**src/rtl/ws2812b_pkg.sv**
```systemverilog
// Shared definitions for the WS2812B frame controller: FSM state encoding,
// default timing constants and the 24-bit GRB colour type.
package ws2812b_pkg;

    typedef enum logic [2:0] {
        ST_IDLE  = 3'd0,
        ST_LOAD  = 3'd1,
        ST_SEND  = 3'd2,
        ST_DRAIN = 3'd3,
        ST_LATCH = 3'd4
    } state_t;

    // Colour word: [23:16]=G, [15:8]=R, [7:0]=B
    typedef logic [23:0] grb_t;

    localparam int T_RESET_DEF = 2600;
    localparam int T_WDOG_DEF  = 16;
    localparam int LOAD_CYCLES = 2;

endpackage

```
**src/rtl/ws2812b_scale.sv**
```systemverilog
// Brightness scaling of one GRB word: each channel becomes (c*(b+1))>>8,
// so brightness 8'hFF passes the colour through unchanged.
module ws2812b_scale
    import ws2812b_pkg::*;
(
    input  grb_t       grb_in,
    input  logic [7:0] brightness,
    output grb_t       grb_out
);

    function automatic logic [7:0] scale_ch(input logic [7:0] c, input logic [8:0] f);
        logic [16:0] p;
        p = {9'd0, c} * {8'd0, f};
        return 8'(p >> 8);
    endfunction

    logic [8:0] factor_s;

    // One multiplier per channel, sharing the brightness factor
    always_comb begin
        factor_s = {1'b0, brightness} + 9'd1;
        grb_out  = {scale_ch(grb_in[23:16], factor_s),
                    scale_ch(grb_in[15:8],  factor_s),
                    scale_ch(grb_in[7:0],   factor_s)};
    end

endmodule

```
**src/rtl/pixels_frame_ctrl.sv**
```systemverilog
// WS2812B frame controller: shadow pixel buffer, frame snapshot and
// serializer handshake (IDLE -> LOAD -> SEND -> DRAIN -> LATCH).
// Optional macro WS2812B_BRIGHTNESS_EN adds a brightness input that scales
// every written colour before it is stored.
module pixels_frame_ctrl
    import ws2812b_pkg::*;
#(
    parameter int   NUM_LEDS = 4,
    parameter int   T_RESET  = T_RESET_DEF,
    parameter int   T_WDOG   = T_WDOG_DEF,
    localparam int  ADDR_W   = (NUM_LEDS > 1) ? $clog2(NUM_LEDS) : 1
)(
    input  logic                  clock,
    input  logic                  reset_n,
    input  logic                  wr_en,
    input  logic [ADDR_W-1:0]     wr_addr,
    input  logic [23:0]           wr_grb,
`ifdef WS2812B_BRIGHTNESS_EN
    input  logic [7:0]            brightness,
`endif
    input  logic                  show,
    output logic                  show_ready,
    output logic                  done,
    output logic                  wdog_err,
    output logic                  ser_enable,
    output logic [NUM_LEDS*24-1:0] ser_pixels,
    input  logic                  ser_busy
);

    localparam int CNT_W = $clog2(T_RESET + T_WDOG + 2);
    localparam logic [ADDR_W:0] LED_LIMIT = (ADDR_W+1)'(NUM_LEDS);

    state_t                 state_r, state_next_s;
    logic [CNT_W-1:0]       cnt_r, cnt_next_s;
    logic                   wdog_set_s;
    logic                   show_accept_s;
    logic                   addr_ok_s;
    grb_t                   wr_data_s;
    grb_t                   shadow_r [NUM_LEDS];
    logic [NUM_LEDS*24-1:0] frame_s;
    logic                   show_ready_r, done_r, wdog_err_r, ser_enable_r;
    logic [NUM_LEDS*24-1:0] ser_pixels_r;

`ifdef WS2812B_BRIGHTNESS_EN
    ws2812b_scale u_scale (
        .grb_in     (wr_grb),
        .brightness (brightness),
        .grb_out    (wr_data_s)
    );
`else
    assign wr_data_s = wr_grb;
`endif

    assign addr_ok_s     = ({1'b0, wr_addr} < LED_LIMIT);
    assign show_accept_s = show && (state_r == ST_IDLE);

    // Shadow buffer accepts in-range writes in every state
    always_ff @(posedge clock or negedge reset_n) begin
        if (!reset_n) begin
            for (int i = 0; i < NUM_LEDS; i++) shadow_r[i] <= '0;
        end else if (wr_en && addr_ok_s) begin
            shadow_r[wr_addr] <= wr_data_s;
        end else begin
            for (int i = 0; i < NUM_LEDS; i++) shadow_r[i] <= shadow_r[i];
        end
    end

    // Flatten the shadow buffer with pixel 0 in the MSBs
    always_comb begin
        frame_s = '0;
        for (int i = 0; i < NUM_LEDS; i++) begin
            frame_s[(NUM_LEDS-i)*24-1 -: 24] = shadow_r[i];
        end
    end

    // Next-state and cycle counter for the frame sequence
    always_comb begin
        state_next_s = state_r;
        cnt_next_s   = cnt_r;
        wdog_set_s   = 1'b0;
        case (state_r)
            ST_IDLE: begin
                if (show) begin
                    state_next_s = ST_LOAD;
                    cnt_next_s   = '0;
                end else begin
                    cnt_next_s   = '0;
                end
            end
            ST_LOAD: begin
                if (cnt_r == CNT_W'(LOAD_CYCLES - 1)) begin
                    state_next_s = ST_SEND;
                    cnt_next_s   = '0;
                end else begin
                    cnt_next_s   = cnt_r + CNT_W'(1);
                end
            end
            ST_SEND: begin
                if (ser_busy) begin
                    state_next_s = ST_DRAIN;
                    cnt_next_s   = '0;
                end else if (cnt_r == CNT_W'(T_WDOG - 1)) begin
                    state_next_s = ST_LATCH;
                    cnt_next_s   = '0;
                    wdog_set_s   = 1'b1;
                end else begin
                    cnt_next_s   = cnt_r + CNT_W'(1);
                end
            end
            ST_DRAIN: begin
                if (!ser_busy) begin
                    state_next_s = ST_LATCH;
                    cnt_next_s   = '0;
                end else begin
                    cnt_next_s   = '0;
                end
            end
            ST_LATCH: begin
                if (cnt_r == CNT_W'(T_RESET - 1)) begin
                    state_next_s = ST_IDLE;
                    cnt_next_s   = '0;
                end else begin
                    cnt_next_s   = cnt_r + CNT_W'(1);
                end
            end
            default: begin
                state_next_s = ST_IDLE;
                cnt_next_s   = '0;
            end
        endcase
    end

    // State, counter and registered outputs decoded from the next state
    always_ff @(posedge clock or negedge reset_n) begin
        if (!reset_n) begin
            state_r      <= ST_IDLE;
            cnt_r        <= '0;
            show_ready_r <= 1'b1;
            done_r       <= 1'b0;
            ser_enable_r <= 1'b0;
            wdog_err_r   <= 1'b0;
            ser_pixels_r <= '0;
        end else begin
            state_r      <= state_next_s;
            cnt_r        <= cnt_next_s;
            show_ready_r <= (state_next_s == ST_IDLE);
            done_r       <= (state_r == ST_LATCH) && (state_next_s == ST_IDLE);
            ser_enable_r <= (state_next_s == ST_SEND) || (state_next_s == ST_DRAIN);
            if (show_accept_s) begin
                wdog_err_r   <= 1'b0;
                ser_pixels_r <= frame_s;
            end else if (wdog_set_s) begin
                wdog_err_r   <= 1'b1;
                ser_pixels_r <= ser_pixels_r;
            end else begin
                wdog_err_r   <= wdog_err_r;
                ser_pixels_r <= ser_pixels_r;
            end
        end
    end

    assign show_ready = show_ready_r;
    assign done       = done_r;
    assign wdog_err   = wdog_err_r;
    assign ser_enable = ser_enable_r;
    assign ser_pixels = ser_pixels_r;

endmodule

```
**config.mk**
```make
export PLATFORM = sky130hd
export DESIGN_NAME = pixels_frame_ctrl
export DESIGN_NICKNAME = d
export VERILOG_FILES = /design/src/rtl/ws2812b_pkg.sv /design/src/rtl/ws2812b_scale.sv /design/src/rtl/pixels_frame_ctrl.sv
export SDC_FILE = /design/constraint.sdc
export NUM_CORES = 1
export LEC_CHECK = 0
export CAP_MARGIN = 20
export CORE_MARGIN = 2
export CORE_UTILIZATION = 57
export DETAILED_ROUTE_END_ITERATION = 7
export GPL_TIMING_DRIVEN = 0
export PLACE_DENSITY = 0.84
export SLEW_MARGIN = 20
export SYNTH_ARGS = -nofsm -noshare
export SYNTH_HDL_FRONTEND = slang
export SYNTH_SLANG_ARGS = --single-unit
```
**constraint.sdc**
```tcl
create_clock -name clock -period 3.9 [get_ports clock]
set_input_delay 0.78 -clock clock [delete_from_list [all_inputs] [get_ports clock]]
set_output_delay 0.78 -clock clock [all_outputs]
set_load 0.03 [all_outputs]
```
Word level (Yosys, flattened, before mapping)
Cells that the tools add are included.
{"block": "totals", "regBits": 211, "inputBits": 31, "output_inout_bits": 100, "wordCells": 51}
{"block": "op_classes", "n_addsub": 1, "magnitude_cmp": 2, "eq_ne": 9, "n_mux": 20, "n_bitwise": 1, "n_reduce_logical": 7}
{"cell": "96-bit bitwise mux", "count": 1}
{"cell": "24-bit demux with 2-bit select", "count": 1}
{"cell": "12-bit 2-to-1 mux", "count": 4}
{"cell": "12-bit one-hot mux with 3 select lines", "count": 1}
{"cell": "24-bit 2-to-1 mux", "count": 1}
{"cell": "3-bit 2-to-1 mux", "count": 6}
{"cell": "3-bit one-hot mux with 5 select lines", "count": 1}
{"cell": "12-bit by 1-bit adder with 12-bit output, second input constant", "count": 1}
{"cell": "12-bit by 1-bit == test with 1-bit output, second input constant", "count": 1}
{"cell": "12-bit == test, second input constant", "count": 1}
{"cell": "12-bit by 4-bit == test with 1-bit output, second input constant", "count": 1}
{"cell": "3-bit by 2-bit == test with 1-bit output, second input constant", "count": 4}
{"cell": "3-bit logical NOT", "count": 2}
{"cell": "1-bit 2-to-1 mux", "count": 5}
{"cell": "3-bit by 1-bit == test with 1-bit output, second input constant", "count": 1}
{"cell": "3-bit == test, second input constant", "count": 1}
{"cell": "3-bit >= comparator, second input constant", "count": 1}
{"cell": "1-bit logical AND", "count": 3}
{"cell": "3-bit by 1-bit < comparator with 1-bit output, second input constant", "count": 1}
{"cell": "2-bit inverter with 3-bit output", "count": 1}
{"cell": "2-bit nonzero test", "count": 1}
{"cell": "1-bit logical OR", "count": 1}

Logic depth before layout (Yosys ltp)
{"block": "depth", "depth_word": 6, "mapped_depth": 7, "mapped_depth_nobuf": 6}

Worst setup path before layout
No wires, ideal clock.
{"block": "synth_path", "path_kind": "input to register", "startpoint": "input port show", "endpoint": "register ser_pixels_r[66] (netlist: ser_pixels[66])", "setup_ns": 0.128, "arrival_ns": 1.746, "required_time_ns": 3.772, "path_slack_ns": 2.026, "path_stages": 4, "path_buffers": 2, "cell_sequence": "nor4b_4 > buf_4 > buf_4 > mux2_1"}
{"block": "synth_between", "elab_chain_cells": 1}
{"item": "start, declared", "line_no": "pixels_frame_ctrl.sv:21", "text": "input logic show,"}
{"item": "1-bit logical AND", "line_no": "pixels_frame_ctrl.sv:55", "text": "assign show_accept_s = show && (state_r == ST_IDLE);"}
{"item": "end signal, assigned", "line_no": "pixels_frame_ctrl.sv:151", "text": "ser_pixels_r <= frame_s;"}
{"item": "end signal, assigned", "line_no": "pixels_frame_ctrl.sv:154", "text": "ser_pixels_r <= ser_pixels_r;"}
{"item": "end signal, assigned", "line_no": "pixels_frame_ctrl.sv:157", "text": "ser_pixels_r <= ser_pixels_r;"}
{"item": "end, declared", "line_no": "pixels_frame_ctrl.sv:42", "text": "logic [NUM_LEDS*24-1:0] ser_pixels_r;"}
Every way passes these cells.
A chain may end at the register's enable or synchronous reset.

Worst setup path in the final report
{"block": "layout_path", "startpoint": "register show_ready_r (netlist: show_ready)", "endpoint": "output port show_ready"}
{"item": "start, declared", "line_no": "pixels_frame_ctrl.sv:41", "text": "logic show_ready_r, done_r, wdog_err_r, ser_enable_r;"}
{"item": "start signal, assigned", "line_no": "pixels_frame_ctrl.sv:146", "text": "show_ready_r <= (state_next_s == ST_IDLE);"}
{"item": "end, declared", "line_no": "pixels_frame_ctrl.sv:22", "text": "output logic show_ready,"}
No word-level cell between the ends.

==> flow_summary.ini <==
[layout]
nFillCells = 827
area_delta_synth_final_pct = 27.52
regArea_um2 = 5281
antenna_cells = 0
fin_nets = 691
multi_input_area_um2 = 2754
drive_above_1_share_pct = 35.16

[sta]
slew_viol_final = 0
relSlewSlack_pct = 48.83
finalCriticalPeriod_ns = 2.429
tns_ns = 0
finalHoldViolCount = 0
setup_violations = 0
hold_slack_ns = 0.2895
rsz0062_at_grt = false
clock_skew_ns = 0.005935
fin_crit_sh_pct = 62.28
timing.fmax_ghz = 0.4117
worst_slew_pin_slew_ns = 0.7676

[die]
dieArea_um2 = 15330
ios = 131
die_width_um = 123.8
die_h_um = 123.8
rows = 43
start_util_pct = 58.73
core_um2 = 13930

[clocking]
clock_sinks = 211
clockBufferDepth = 3
clockRootBuffer = clkbuf_16
clock_latency_ns = 0.49
cts_setup_buffers = 0
cts_buffers = 22
cts_tree = built
htreeDepth = 1
clk_pin_slew_ns = 0.06
hold_buffers = 0
post_cts_resized = 0

[logic_synthesis]
yosys_register_bits = 211
ys.flop_type = dfrtp_1
synth.most_common_cell = dfrtp_1
synthTopCellsByArea = dfrtp_1, mux2_2, mux2_1, a21oi_2, buf_2
yosys.area.top_type = dfrtp_1
ys_types = 41
synth_nets = 536
synth_commonest_cells = dfrtp_1, mux2_2, mux2_1
yosys_warnings = 0
async_flop_share_pct = 100.0
synth_top_area_share_pct = 64.21
synth.avg_cell_area_um2 = 16.27
synth_edf_count = 0
synthCells = 503
yosysSeqAreaShare_pct = 64.53
netlist_area_um2 = 8184

[run_status]
status = completed

[routing]
routed_wl_mm = 17.23
drc = 0
wire_per_inst_um = 20.18
drtPass1Iterations = 4
vias_per_cell = 5.547
vias = 4737
drtIter0Drc = 240
ant_nets = 0

[pwr]
p_sw_share_pct = 35.20
ir_worst_vdd_uv = 479.1
pwr-share-clk_pct = 22.4
p_comb_share_pct = 40.1
seq_power_share_pct = 37.5
power_switching_mw = 3.124
internal_power_mw = 5.751
p_leak_nw = 4.434
p_per_area_nw_per_um2 = 850.4

[hold_path]
worstHoldPathType = in2async

[flow_run]
cap_viol_max_count = 0

[critical_path]
critPathBufInv = 1
r2r-start = state_r[2]
worstReg2RegEnd = ser_pixels[70]
critPathKind = reg2out
worstPathRequired_ns = 3.12
r2r_slack_ns = 1.82
arrival_ns = 1.65
cp_max_fo = 1
cpPeakStageDelay_ns = 0.65
cpMaxStageDelayCell = clkdlybuf4s50_1
critical_path.top_delay_family = buffers and inverters
reg2regPathDepth = 5
crit_path_end_kind = output port
crit_chain = clkdlybuf4s50_1
start_kind = flip-flop

[global_routing]
grt_first_pass_wirelength_mm = 27.58
grt-ovfl-total = 0
grt_max_degree = 111
grt_pass1_vias = 5103
antenna_found_initial = 0
grt_usage_pct = 23.72

[placement]
gp_congestion = 0.7780
numPortBuffers = 130
hpwl_mm = 11.55
-- power groups by stage --
stage	registers (mW)	logic, mW	clock network (mW)
after floorplan	4.31	1.10	0
after global placement	3.31	3.48	0
after detailed placement	3.36	3.58	0
after CTS	3.33	3.60	2.02
after global routing	3.42	3.74	2.11
final	3.33	3.56	1.99
-- cell families (layout without fill, tap and decap cells) --
group	Yosys count	count (layout)	synth area share, %
DFF	211	211	64.53
muxes	193	193	26.54
and+or+nand+nor	37	37	3.241
buffers and inverters	27	198	1.819
AOI/OAI and AO/OA	23	23	2.492
xor gates and xnor gates	10	10	1.070
adders and majority gates	2	2	0.3057
-- per-layer routing --
| layer | routed length, µm | global-route usage (%) | up-vias |
|---|---|---|---|
| li1 | - | - | 2105 |
| met1 | 7036 | 29.77 | 2496 |
| met5 | 0 | 0 | - |
| met2 | 8861 | 41.72 | 115 |
| met4 | 285 | 5.611 | 0 |
| met3 | 1049 | 5.769 | 21 |
-- worst max-delay path by stage --
stage / startpoint / end / slack [ns] / depth (start not counted)
floorplan: show / ser_pixels[66] / 2.03 / 4
global placement: reset_n / frame_s[33] / -6.04 / 1
detailed placement: show / ser_pixels[83] / 1.10 / 5
CTS: show_ready / show_ready / 1.45 / 1
global route: show_ready / show_ready / 1.43 / 1
finish: show_ready / show_ready / 1.47 / 1
-- sequential cells by signal, summed over array words and instances, names as in the netlist --
signal and count:
cnt_r 12, done 1, frame_s 96, ser_enable 1
ser_pixels 96, show_ready 1, state_r 3, wdog_err 1
-- final cells by class --
| type | instances | share of cell area, % |
|---|---|---|
| sequential | 211 | 50.61 |
| timing repair buffer | 131 | 12.78 |
| inverter | 3 | 0.1079 |
| buffer | 24 | 1.319 |
| clock inverter | 3 | 0.1439 |
| tap | 180 | 2.158 |
| multi-input combinational | 265 | 26.39 |
| clock buffer | 37 | 6.498 |
-- metrics by stage --
stage / instance area (µm²) / setup WS [ns] / util, % / power [mW] / instances
floorplan: 8184 / 2.026 / - / 5.408 / 503
global placement: 9711 / -6.039 / 69.69 / 6.789 / 813
detailed placement: 9743 / 1.102 / 69.92 / 6.939 / 814
CTS: 10440 / 1.449 / 74.89 / 8.957 / 854
global route: 10440 / 1.427 / 74.89 / 9.273 / 854
finish: 10440 / 1.471 / 74.89 / 8.875 / 854
-- layout by cell type (no fill, tap or decap), drive strengths merged, types with 2 or more instances in the layout --
cell	netlist	routed
o31ai	2	2
o22ai	2	2
nor3b	3	3
inv	3	3
nor3	5	5
nand3	2	2
nand4	4	4
dfrtp	210	210
xor2	3	3
buf	20	22
a21oi	14	14
and3	2	2
clkdlybuf4s50	0	129
clkbuf	4	41
clkinv	0	3
ha	2	2
nor2	3	3
nand2	7	7
xnor2	7	7
nand3b	3	3
nor4	2	2
mux2	192	192
-- worst register-to-register path, stage by stage (launching register included) --
cell and delay (ns):
dfrtp_1 0.36, buf_2 0.18, nor4b_4 0.53, buf_4 0.29
buf_4 0.24, mux2_1 0.35
(Power assumes the default switching activity.)
